**config.mk**
```make
export PLATFORM = sky130hd
export DESIGN_NAME = uart_echo_tester
export DESIGN_NICKNAME = d
export VERILOG_FILES = /design/src/rtl/uart_echo_tester.sv
export SDC_FILE = /design/constraint.sdc
export NUM_CORES = 1
export LEC_CHECK = 0
export CAP_MARGIN = 5
export CORE_ASPECT_RATIO = 1.1
export CORE_MARGIN = 2
export CORE_UTILIZATION = 40
export DETAILED_ROUTE_END_ITERATION = 10
export PLACE_DENSITY = 0.69
export SLEW_MARGIN = 40
export SYNTH_ARGS = -nofsm -noshare
export SYNTH_HDL_FRONTEND = slang
export SYNTH_SLANG_ARGS = --single-unit
export TNS_END_PERCENT = 100
```
**constraint.sdc**
```tcl
create_clock -name clk -period 5.54 [get_ports clk]
set_clock_uncertainty 0.15 [all_clocks]
set_input_delay 0.554 -clock clk [delete_from_list [all_inputs] [get_ports clk]]
set_output_delay 0.554 -clock clk [all_outputs]
set_load 0.02 [all_outputs]
```
**src/rtl/uart_echo_tester.sv**
```systemverilog
// UART echo tester: sends an incrementing byte stream out tx and
// scores the echoes coming back on rx.
module uart_tx #(
    parameter int CLK_FREQ = 50_000_000,
    parameter int BAUD     = 9600
) (
    input  logic       clk,
    input  logic       rst,
    input  logic       en,
    input  logic [7:0] data_in,
    output logic       rdy,
    output logic       tx
);
    localparam logic [15:0] CPB_M1 = 16'(CLK_FREQ / BAUD - 1);

    logic [9:0]  r_shift;
    logic [3:0]  r_bits;
    logic [15:0] r_baud;
    logic        r_busy;

    always_ff @(posedge clk or posedge rst) begin
        if (rst) begin
            r_shift <= '1;
            r_bits  <= '0;
            r_baud  <= '0;
            r_busy  <= 1'b0;
        end else if (!r_busy) begin
            if (en) begin
                r_shift <= {1'b1, data_in, 1'b0};
                r_bits  <= 4'd10;
                r_baud  <= CPB_M1;
                r_busy  <= 1'b1;
            end
        end else if (r_baud == 16'd0) begin
            // shift in ones so the line rests high once the frame is out
            r_shift <= {1'b1, r_shift[9:1]};
            r_baud  <= CPB_M1;
            r_bits  <= r_bits - 4'd1;
            if (r_bits == 4'd1) r_busy <= 1'b0;
        end else begin
            r_baud <= r_baud - 16'd1;
        end
    end

    assign rdy = !r_busy;
    assign tx  = r_shift[0];
endmodule

module uart_rx #(
    parameter int CLK_FREQ = 50_000_000,
    parameter int BAUD     = 9600
) (
    input  logic       clk,
    input  logic       rst,
    input  logic       rx,
    output logic       data_ready,
    output logic [7:0] data
);
    localparam logic [15:0] CPB_M1 = 16'(CLK_FREQ / BAUD - 1);
    localparam logic [15:0] HALF   = 16'(CLK_FREQ / BAUD / 2 - 1);

    logic [1:0]  r_sync;
    logic        r_active;
    logic [15:0] r_baud;
    logic [3:0]  r_bits;
    logic [7:0]  r_shift;
    logic [7:0]  r_data;
    logic        r_ready;

    always_ff @(posedge clk or posedge rst) begin
        if (rst) begin
            r_sync   <= 2'b11;
            r_active <= 1'b0;
            r_baud   <= '0;
            r_bits   <= '0;
            r_shift  <= '0;
            r_data   <= '0;
            r_ready  <= 1'b0;
        end else begin
            r_sync  <= {r_sync[0], rx};
            r_ready <= 1'b0;
            if (!r_active) begin
                if (!r_sync[1]) begin
                    r_active <= 1'b1;
                    r_baud   <= HALF;
                    r_bits   <= 4'd0;
                end
            end else if (r_baud != 16'd0) begin
                r_baud <= r_baud - 16'd1;
            end else begin
                r_baud <= CPB_M1;
                if (r_bits == 4'd0) begin
                    // a start bit that is gone by mid-bit was a glitch
                    if (r_sync[1]) r_active <= 1'b0;
                    else r_bits <= 4'd1;
                end else if (r_bits < 4'd9) begin
                    r_shift <= {r_sync[1], r_shift[7:1]};
                    r_bits  <= r_bits + 4'd1;
                end else begin
                    r_active <= 1'b0;
                    r_ready  <= r_sync[1];
                    r_data   <= r_shift;
                end
            end
        end
    end

    assign data_ready = r_ready;
    assign data       = r_data;
endmodule

module uart_echo_tester #(
    parameter int BAUD     = 9600,
    parameter int N_BYTES  = 256,
    parameter int TIMEOUT  = 100000,
    parameter int CLK_FREQ = 50_000_000
) (
    input  logic        clk,
    input  logic        rst,
    input  logic        start,
    input  logic        rx,
    output logic        tx,
    output logic        busy,
    output logic        done,
    output logic [15:0] pass_count,
    output logic [15:0] err_count,
    output logic [15:0] timeout_count,
    output logic [3:0]  leds
);
    typedef enum logic [1:0] {IDLE, SEND, WAIT_ECHO, DONE} state_t;

    state_t      r_state, w_next;
    logic [15:0] r_pass, r_err, r_tmo_cnt, r_index;
    logic [7:0]  r_expect;
    logic [31:0] r_timer;
    logic [3:0]  r_leds;
    logic        w_tx_en, w_tx_rdy, w_rx_ready, w_clear;
    logic        w_advance, w_expire, w_in_wait;
    logic [7:0]  w_rx_data;

    uart_tx #(.CLK_FREQ(CLK_FREQ), .BAUD(BAUD)) u_tx (
        .clk(clk), .rst(rst), .en(w_tx_en), .data_in(r_expect),
        .rdy(w_tx_rdy), .tx(tx)
    );

    uart_rx #(.CLK_FREQ(CLK_FREQ), .BAUD(BAUD)) u_rx (
        .clk(clk), .rst(rst), .rx(rx),
        .data_ready(w_rx_ready), .data(w_rx_data)
    );

    assign w_in_wait = (r_state == WAIT_ECHO);
    assign w_expire  = w_in_wait && (r_timer <= 32'd1);
    assign w_advance = w_in_wait && (w_rx_ready || w_expire);

    always_ff @(posedge clk or posedge rst) begin
        if (rst) r_state <= IDLE;
        else     r_state <= w_next;
    end

    always_comb begin
        w_next  = r_state;
        w_tx_en = 1'b0;
        w_clear = 1'b0;
        unique case (r_state)
            IDLE, DONE: begin
                if (start) begin
                    w_next  = SEND;
                    w_clear = 1'b1;
                end
            end
            SEND: begin
                if (w_tx_rdy) begin
                    w_tx_en = 1'b1;
                    w_next  = WAIT_ECHO;
                end
            end
            WAIT_ECHO: begin
                if (w_advance)
                    w_next = (r_index == 16'(N_BYTES - 1)) ? DONE : SEND;
            end
        endcase
    end

    always_ff @(posedge clk or posedge rst) begin
        if (rst) begin
            r_pass    <= '0;
            r_err     <= '0;
            r_tmo_cnt <= '0;
            r_index   <= '0;
            r_expect  <= '0;
            r_timer   <= '0;
        end else if (w_clear) begin
            r_pass    <= '0;
            r_err     <= '0;
            r_tmo_cnt <= '0;
            r_index   <= '0;
            r_expect  <= '0;
        end else begin
            if (w_tx_en) r_timer <= 32'(TIMEOUT);
            else if (w_in_wait && r_timer != 32'd0) r_timer <= r_timer - 32'd1;
            // a byte landing on the expiry cycle still counts as received
            if (w_rx_ready) begin
                if (w_in_wait && w_rx_data == r_expect) begin
                    if (r_pass != 16'hFFFF) r_pass <= r_pass + 16'd1;
                end else if (r_err != 16'hFFFF) begin
                    r_err <= r_err + 16'd1;
                end
            end else if (w_expire && r_tmo_cnt != 16'hFFFF) begin
                r_tmo_cnt <= r_tmo_cnt + 16'd1;
            end
            if (w_advance) begin
                r_expect <= r_expect + 8'd1;
                r_index  <= r_index + 16'd1;
            end
        end
    end

    assign busy = (r_state == SEND) || (r_state == WAIT_ECHO);
    assign done = (r_state == DONE);

    always_ff @(posedge clk or posedge rst) begin
        if (rst) r_leds <= 4'b0000;
        else     r_leds <= {r_err != 16'd0, r_tmo_cnt != 16'd0, busy, done};
    end

    assign pass_count    = r_pass;
    assign err_count     = r_err;
    assign timeout_count = r_tmo_cnt;
    assign leds          = r_leds;
endmodule

```
==> flow_summary.yaml <==
floorplanning:
  core_um2: 23500
  die_h_um: 166
  rows: 59
  start_util_pct: 40.5
  die_area_um2: 25000
  io_pins: 59
  die_w_um: 151
clock_tree:
  cts_buffers: 17
  htreeDepth: 4
  path_clk_slew_ns: 0.08
  clock_latency_ns: 0.44
  clock_path_buffers: 2
  clock_sinks: 180
  cts_root_buf: "clkbuf_16"
  post-cts-setup-buffer-count: 0
  cts_resized: 0
  hold_buffers: 0
  cts_tree: "built"
worst_setup_path:
  critPathCaptureType: "register"
  crit_slowest_cell: "nor2b_1"
  worstPathArrival_ns: 3.61
  cp_slowest_stage_delay_ns: 0.67
  critical_path.max_fanout: 8
  crit_type: "reg2reg"
  required_ns: 5.74
  crit_chain: "inv_1 -> ha_1 -> nor2b_1 -> nor2_1 -> nor4b_2 -> o21ai_0 -> or3_1 -> a21oi_1"
  startpoint_type: "register"
drt:
  wl_per_cell_um: 15.0
  route.detailed.drc: 0
  drt-initial-drc-count: 513
  routed_wl_um: 20600
  avgViaCountPerCell: 5.46
  first_pass_iters: 4
  via_count: 7505
  ant_nets: 0
sta:
  fin_crit_sh_pct: 61.5
  finalHoldViolCount: 0
  rsz0062_at_grt: "no"
  slew_headroom_pct: 46.9
  worstMarginPinSlew_ns: 0.797
  max_freq_mhz: 293
  setup_viol: 0
  fin_hold_ws_ns: 0.209
  fin_crit_ns: 3.41
  final.setup.worst_slack_ns: 2.13
  fin_tns_setup_ns: 0
  slew_viol_final: 0
synthesis:
  yosysWarnings: 0
  synth_fp_nets: 1031
  synth_cell_type_count: 65
  synth-async-reset-ratio_pct: 100
  avgSynthCellArea_um2: 9.44
  synth_edf_count: 0
  ys_seq_area_share_pct: 47.5
  synth-main-ff-cell: "dfrtp_1"
  synthCells: 1007
  synth_seq_cells: 180
  syn_area_um2: 9510
cells_and_area:
  finalNonFillerCells: 1374
  syn_to_final_growth_pct: 16.5
  fin_nets: 1080
  diodes: 0
  drive_gt1_share_pct: 8.70
  fin_area_um2: 11100
  fin_util_pct: 47.2
place:
  place_congestion: 0.819
  dpl.cell_count: 1341
  hpwl_um: 13400
  post-place-ws_ns: 2.20
  dpl_cell_area_um2: 10500
  portBuffers: 58
global_route:
  grt_max_degree: 141
  grt-ovfl-total: 0
  antenna_found_initial: 0
  grt_pass1_vias: 7368
  grt_usage_pct: 17.3
  grt_first_pass_wirelength_um: 36000
hold_path:
  hold_class: "reg2reg"
power_and_ir_drop:
  leakage_nw: 4.73
  power-per-cell-area_nw_per_um2: 438
  power_mw: 4.86
  ir_drop_mv: 0.252
run_status:
  status: "complete, no violations"
run:
  cap_violations: 0
## registers in the layout, summed over array words and instances, names as in the netlist, 9 cells and up
signal,count
err_count,16
r_index,16
u_rx.r_baud,16
u_tx.r_shift,9
timeout_count,16
pass_count,16
r_timer,32
u_tx.r_baud,16
## final cells by class
| type | count | area [µm²] |
|---|---|---|
| fillers | 2223 | 12400 |
| multi-input cells | 751 | 4710 |
| flip-flops and latches | 180 | 4520 |
| repair buffers | 71 | 751 |
| clock buffers | 19 | 443 |
| well taps | 305 | 382 |
| clock inverters | 13 | 135 |
| inverters | 35 | 135 |
## report_power, final
group / leakage, nW / switching (mW) / internal [mW] / total, mW
clock: 0.284 / 0.555 / 0.647 / 1.20
combinational: 2.13 / 0.776 / 0.692 / 1.47
sequential: 2.32 / 0.484 / 1.70 / 2.19
## synthesized netlist by cell type, drive strengths merged (4+ instances only)
library cell / n / area, µm²
nor4b: 9 / 91.3
nand2b: 6 / 37.5
nor2b: 5 / 31.3
or3: 10 / 67.6
nand4: 26 / 163
dfstp: 11 / 289
a31oi: 4 / 25.0
o2111ai: 11 / 96.3
inv: 35 / 131
o31ai: 15 / 126
nor4: 29 / 200
o21a: 9 / 67.6
xnor2: 28 / 245
and3: 17 / 106
xor2: 61 / 534
or2: 4 / 25.0
buf: 10 / 62.6
nor3: 44 / 220
a211oi: 4 / 30.0
and4: 5 / 43.8
ha: 20 / 250
dfrtp: 169 / 4230
and2: 8 / 50.1
o211ai: 12 / 90.1
nand2: 81 / 304
or4: 15 / 120
nor3b: 4 / 30.0
o21ai: 54 / 270
a21oi: 37 / 211
mux2: 15 / 169
nand3: 47 / 235
clkbuf: 31 / 116
nor2: 133 / 499
mux2i: 11 / 110
## final timing paths
| check | slack (ns) | cells past startpoint | startpoint | end |
|---|---|---|---|---|
| worst max-delay path | 2.13 | 8 | r_state[1]$_DFFE_PP0P_ | r_timer[25]$_DFFE_PP0P_ |
| worst min-delay path | 0.21 | 0 | u_rx.r_sync[0]$_DFF_PP1_ | u_rx.r_sync[1]$_DFF_PP1_ |
| worst max register to register | 2.13 | 8 | r_state[1]$_DFFE_PP0P_ | r_timer[25]$_DFFE_PP0P_ |
| worst min register to register | 0.21 | 0 | u_rx.r_sync[0]$_DFF_PP1_ | u_rx.r_sync[1]$_DFF_PP1_ |
| max in group asynchronous | 3.92 | 4 | rst | r_timer[17]$_DFFE_PP0P_ |
| min in group asynchronous | 0.28 | 2 | rst | u_tx.r_baud[9]$_DFFE_PP0P_ |
## critical path: cells and delay by family (launching register included)
| family | cells | cell delay (ns) |
|---|---|---|
| AOI/OAI and AO/OA | 2 | 0.48 |
| adders and majority gates | 1 | 0.32 |
| buffers and inverters | 1 | 0.08 |
| DFF | 1 | 0.40 |
| and+or+nand+nor | 4 | 1.88 |
## cells in the final DEF (no fill, tap or decap), types with 9 or more instances in the layout
cell type        Yosys  routed
o21ai_0             51      51
and3_1              17      17
xor2_1              61      61
mux2i_1             11      11
nand2_1             81      81
ha_1                20      20
o21a_1               9       9
clkbuf_16            0      17
mux2_2              12      12
clkdlybuf4s50_1      0      58
nor2_1             133     131
buf_4                1       9
nand4_1             26      26
nor4_1              26      24
a21oi_1             32      32
dfstp_2             11      11
nand3_1             47      47
or3_1                9       9
inv_1               35      34
xnor2_1             28      28
o31ai_1             14      14
or4_1               13      13
o2111ai_1           11      11
dfrtp_1            169     169
nor3_1              44      44
o211ai_1            12      12
## cells by family (layout without fill, tap and decap cells)
family,after synthesis,in the layout,synth area share [%]
and+or+nand+nor,451,451,24.2
DFF,180,180,47.5
AOI/OAI and AO/OA,165,165,11.3
xor gates and xnor gates,89,89,8.20
buffers and inverters,76,138,3.26
muxes,26,26,2.93
adders and majority gates,20,20,2.63
## per-layer routing
metal / global-route usage [%] / vias to the layer above / share of wire, %
met2: 27.9 / 113 / 48
met3: 3.14 / 14 / 2.9
met4: 4.71 / 0 / 0.98
met1: 24.0 / 3689 / 48
met5: 0 / - / 0
li1: - / 3689 / -
Power figures use the tool's default switching activity.
==> RTL change 1: new RTL, same settings <==
The output `leds` loses its register stage (`r_leds` becomes a continuous assignment).
--- a/src/rtl/uart_echo_tester.sv
+++ b/src/rtl/uart_echo_tester.sv
@@ -218,10 +218,7 @@
     assign busy = (r_state == SEND) || (r_state == WAIT_ECHO);
     assign done = (r_state == DONE);
 
-    always_ff @(posedge clk or posedge rst) begin
-        if (rst) r_leds <= 4'b0000;
-        else     r_leds <= {r_err != 16'd0, r_tmo_cnt != 16'd0, busy, done};
-    end
+    assign r_leds = {r_err != 16'd0, r_tmo_cnt != 16'd0, busy, done};
 
     assign pass_count    = r_pass;
     assign err_count     = r_err;
Check against the original RTL: not equivalent (Yosys sat finds a counterexample within 4 cycles, from zero or initial values and one cycle with rst high).
==> RTL change 1 against the unedited design <==
  * Sequential share of layout area down 0.16 points
  * Sequential cell count decreased by 4
  * Synthesized area fell by 1.3%
  * First-iteration DRC count is 9.7% lower
  * Worst setup slack gained 0.17 ns
  * Routed wire length shrank 1.9%
  * Largest cell class unchanged
  * Highest routed layer unchanged
  * Synthesized cell count decreased by 1.3%
  * Design area shrank 1.8%
  * Final cell count fell by 1.6%
Power is not compared: it rests on default switching activity, and its combinational part moved more than twofold at a synthesized area within 25%.
==> RTL change 1: results (changes against the unedited design) <==
| Metric | Value |
|---|---|
| Slowest CP cell | nand2_1 |
| Critical Path AT | 3.38 ns (-0.23 ns) |
| Drt pass-1 iters | 5 (+1) |
| Fill cells | 2210 (-0.58%) |
| Compound-cell area share of the yosys netlist | 9.290% (-2.0 points) |
| Post-CTS Setup Inserts | 0 (unchanged) |
| Seq_cells | 176 (-2.2%) |
| Library cells used by synthesis | 64 (-1.5%) |
| H-Tree Depth | 4 (unchanged) |
| Non-CTS buffers | 62 (-13%) |
| Initial DRC count | 463 (-9.7%) |
| Worst Hold Depth | 0 (unchanged) |
| XOR/XNOR Fraction of Synth Area | 8.677% (+0.48 points) |
| Mux share of post-synthesis cell area | 3.719% (+0.78 points) |
| Status | finished, final reports clean |
| Critical Path Max Stage Delay | 0.63 ns (-0.04 ns) |
| Crit Path Max Fanout | 20 (+12) |
| First-pass GRT wire length | 34900 um (-3.1%) |
| Maximum number of pins on one net before global-route repair | 109 (-23%) |
| Multi-input gate area | 0.004747 mm2 (+0.69%) |
| Port bufs | 58 (unchanged) |
| Multi-input gates | 750 (-0.13%) |
| # nets final | 1064 (-1.5%) |
| Vias in the first global route | 7254 (-1.5%) |
| Drt total wl | 20200 um (-1.9%) |
| Net Count, Synth | 1018 (-1.3%) |
| Synth Area in Adders | 2.666% (+0.034 points) |
| NonClk Buf Share | 5.727% (-1.0 points) |
| GPL Wtd Cong | 0.8321 (+1.5%) |
| Hold_ws | 0.2090 ns (+0.0003200 ns) |
| Clock buffer count | 21 (+2) |
| Sequential Area | 0.004419 mm2 (-2.2%) |
| Non-clk invs | 33 (-5.7%) |
| Setup crit end | r_timer[21] |
| Crit. Startpoint | r_state[0] |
| Setup slack, reg-to-reg | 2.30 ns (+0.17 ns) |
| Worst slew pin tran | 0.8249 ns (+0.02793 ns) |
| Clock Pin Slew Worst Setup and Hold Paths | 0.06 ns (-0.02 ns) |
| Sw frac | 29.94% |
| Share of cells above drive strength 1 | 9.411% (+0.71 points) |
| Hpwl dp | 13610 um (+1.4%) |
| Synth area leaders | dfrtp_1 44%, nor2_1 5.3%, xnor2_1 5.3% |
| Number of vias per cell | 5.436 (-0.47%) |
| Total GRT Usage | 17.28% (about the same) |
| Hold Crit Start | u_rx.r_sync[0] |
| Most common library cells after synthesis | 165 x dfrtp_1, 133 x nor2_1, 99 x nand2_1 |
| Final clock-cell share | 5.382% (+0.16 points) |
| Seq/Total Area, Yosys | 47.06% (-0.45 points) |
[RTL change 1: cell types whose count changed in the layout (fill, tap and decap cells not counted), sizes merged, moves of 7 or more]
| cell | delta |
|---|---|
| o21a | -9 |
| xnor2 | +29 |
| nor3 | -12 |
| o2111ai | -9 |
| buf | -9 |
| o31ai | -8 |
| nand2 | +18 |
| o211ai | -9 |
| xor2 | -25 |
| o21ai | -8 |
| nor4 | +8 |
| mux2i | +7 |
[RTL change 1: per-stage QoR]
stage	cells	area, um2	total power, uW	utilization [%]	worst slack, ns
floorplan	994	9388	1953	-	0.08065
global placement	1321	10250	2080	44.71	2.103
detailed placement	1321	10270	2101	44.78	2.074
CTS	1352	10860	3322	47.34	2.323
global route	1352	10880	3480	47.44	2.033
finish	1352	10880	3298	47.44	2.302
[RTL change 1: metal layers]
layer	up-vias	track usage (%)	wire [um]
met5	-	0	0
met4	0	5.317	295
met3	29	3.425	743
met2	106	28.73	9778
met1	3597	22.80	9378
li1	3618	-	-
==> RTL change 2: new RTL, same flow settings <==
Made on the original files. Set the parameter `TIMEOUT` to 65536 (it was 100000).
--- a/src/rtl/uart_echo_tester.sv
+++ b/src/rtl/uart_echo_tester.sv
@@ -112,7 +112,7 @@
 module uart_echo_tester #(
     parameter int BAUD     = 9600,
     parameter int N_BYTES  = 256,
-    parameter int TIMEOUT  = 100000,
+    parameter int TIMEOUT  = 65536,
     parameter int CLK_FREQ = 50_000_000
 ) (
     input  logic        clk,
Function: no difference found for any inputs over 4 cycles, from zero or initial values and one cycle with rst high; that may be too few to reach the edited logic, so the function may still have changed.
==> RTL change 2 against the unedited design <==
  * Critical path type unchanged
  * Sequential cell count unchanged
  * Synthesized area about the same
  * Critical endpoint is now r_index[9]
  * Design area is essentially flat
  * First-iteration DRC count down 13%
  * Highest routed layer unchanged
  * Global-route usage down 0.50 points
  * Worst setup slack better by 0.076 ns
  * Final cell count fell by 0.51%
  * Routed wire length fell by 2.1%
Power is not compared: it rests on default switching activity, and its combinational part moved more than twofold at a synthesized area within 25%.
==> RTL change 2: results (changes against the unedited design) <==
| Metric | Value |
|---|---|
| Status | finished, final reports clean |
| Net Count, Synth | 1030 (-0.097%) |
| Seq/Total Area, Yosys | 47.50% (about the same) |
| GPL Wtd Cong | 0.7925 (-3.3%) |
| Synth area leaders | dfrtp_1 44%, nor2_1 5.0%, xor2_1 4.5% |
| # nets final | 1074 (-0.56%) |
| Synthesized area per cell | 9.455 um2 (+0.11%) |
| Initial antenna violation count | 0 (unchanged) |
| Critical Path AT | 3.48 ns (-0.13 ns) |
| Asr flop ratio synth | 100.0% (unchanged) |
| Number of vias per cell | 5.459 (about the same) |
| Post-CTS Setup Inserts | 0 (unchanged) |
| Maximum vdd drop | 0.0002056 V |
| Library cells used by synthesis | 63 (-3.1%) |
| First-pass GRT wire length | 34690 um (-3.7%) |
| Finished Layout Cells | 1367 (-0.51%) |
| DR top layer | met4 |
| Average wire per standard cell | 14.74 um (-1.6%) |
| FF-to-FF Start | r_timer[16] |
| Fill cells | 2174 (-2.2%) |
| Initial DRC count | 445 (-13%) |
| Vias in the first global route | 7270 (-1.3%) |
| Slowest CP cell | or4_4 |
| Maximum number of pins on one net before global-route repair | 72 (-49%) |
| Total GRT Usage | 16.79% (-0.50 points) |
| Hold-critical path endpoint | u_rx.r_sync[1] |
| Crit Path Max Fanout | 14 (+6) |
| Post-CTS Resized | 0 (unchanged) |
| Setup_tns | 0 ns (unchanged) |
| Hpwl dp | 13730 um (+2.3%) |
| Hold Path Class | reg -> reg |
| Port bufs | 58 (unchanged) |
| CTS root buffer | clkbuf_16 |
| Share of cells above drive strength 1 | 8.192% (-0.51 points) |
| Met2 wire len | 10100 um (+2.4%) |
| Hold Crit Start | u_rx.r_sync[0] |
| Lkg Pwr | 0.004548 uW |
| R2R depth | 6 (-2) |
| Placed Cells | 1336 (-0.37%) |
| Reg2Reg Capture Point | r_index[9] |
| CTS buffer count | 17 (unchanged) |
| Metal-1 WL | 9329 um (-6.0%) |
| Worst Hold Depth | 0 (unchanged) |
| Most common library cells after synthesis | 169 x dfrtp_1, 127 x nor2_1, 101 x nand2_1 |
| Drt pass-1 iters | 5 (+1) |
| H-Tree Depth | 4 (unchanged) |
| DR WL met3 | 444 um (-26%) |
| Critical Path Max Stage Delay | 0.73 ns (+0.06 ns) |
| YS warnings | 0 (unchanged) |
| Worst slew pin tran | 0.7576 ns (-0.03941 ns) |
RTL change 2: cell count changes after synthesis, moves of 6 or more:
cell | unedited run | this run
o2111ai_1 | 11 | 5
clkbuf_1 | 31 | 39
nand4_1 | 26 | 34
o21a_1 | 9 | 3
inv_1 | 35 | 26
nor2_1 | 133 | 127
nand2_1 | 81 | 101
xor2_1 | 61 | 49
xnor2_1 | 28 | 46
nor3_1 | 44 | 36
RTL change 2: kinds of logic (layout without fill, tap and decap cells):
family / count (synthesis) / after routing / share of synthesized area, %
adders and majority gates: 20 / 20 / 2.631
and+or+nand+nor: 466 / 466 / 24.59
muxes: 29 / 29 / 3.275
buffers and inverters: 69 / 125 / 2.881
xor gates and xnor gates: 95 / 95 / 8.748
DFF: 180 / 180 / 47.50
AOI/OAI and AO/OA: 147 / 147 / 10.38
RTL change 2: worst max path at each step:
stage | startpoint | endpoint | slack, ns | cells past startpoint
final | r_timer[16] | r_index[9] | 2.21 | 6
after detailed placement | r_timer[16] | r_index[9] | 2.22 | 6
after global placement | r_timer[16] | r_state[0] | 2.21 | 6
after global routing | r_timer[16] | r_index[9] | 2.06 | 6
after CTS | r_timer[16] | r_index[9] | 2.19 | 6
after floorplan | r_timer[16] | r_index[7] | 2.53 | 8
RTL change 2: through the flow:
step / hold slack [ns] / power [uW] / cell area (um2) / util [%]
floorplan: 0.1952 / 1362 / 9515 / -
global placement: 0.1966 / 1374 / 10390 / 44.25
detailed placement: 0.1976 / 1379 / 10460 / 44.57
CTS: 0.2076 / 2657 / 11080 / 47.19
global route: 0.2200 / 2715 / 11090 / 47.23
finish: 0.2074 / 2627 / 11090 / 47.23
RTL change 2: final cells by class:
class	count	area share, %
Sequential cell	180	40.75
Clock buffer	17	3.837
Multi-Input combinational cell	757	42.95
Inverter	26	0.9141
Clock inverter	14	1.715
Tap cell	305	3.442
Timing Repair Buffer	68	6.388
RTL change 2: routing by layer:
metal | GRT usage (%) | vias to the layer above
li1 | - | 3661
met1 | 21.98 | 3691
met2 | 28.28 | 86
met3 | 2.940 | 24
met4 | 5.242 | 0
met5 | 0 | -
RTL change 2: report_power, final:
| part | switching, uW | internal, uW |
|---|---|---|
| logic | 26.7 | 8.11 |
| clock network | 552 | 723 |
| registers | 1.53 | 1320 |
| total | 581 | 2050 |
RTL change 2: critical path: cells and delay by family (launching register included):
| family | cells | cell delay, ns |
|---|---|---|
| AO/OA/AOI/OAI | 1 | 0.50 |
| XOR/XNOR | 1 | 0.18 |
| flip-flops | 1 | 0.43 |
| AND/OR/NAND/NOR | 4 | 1.93 |
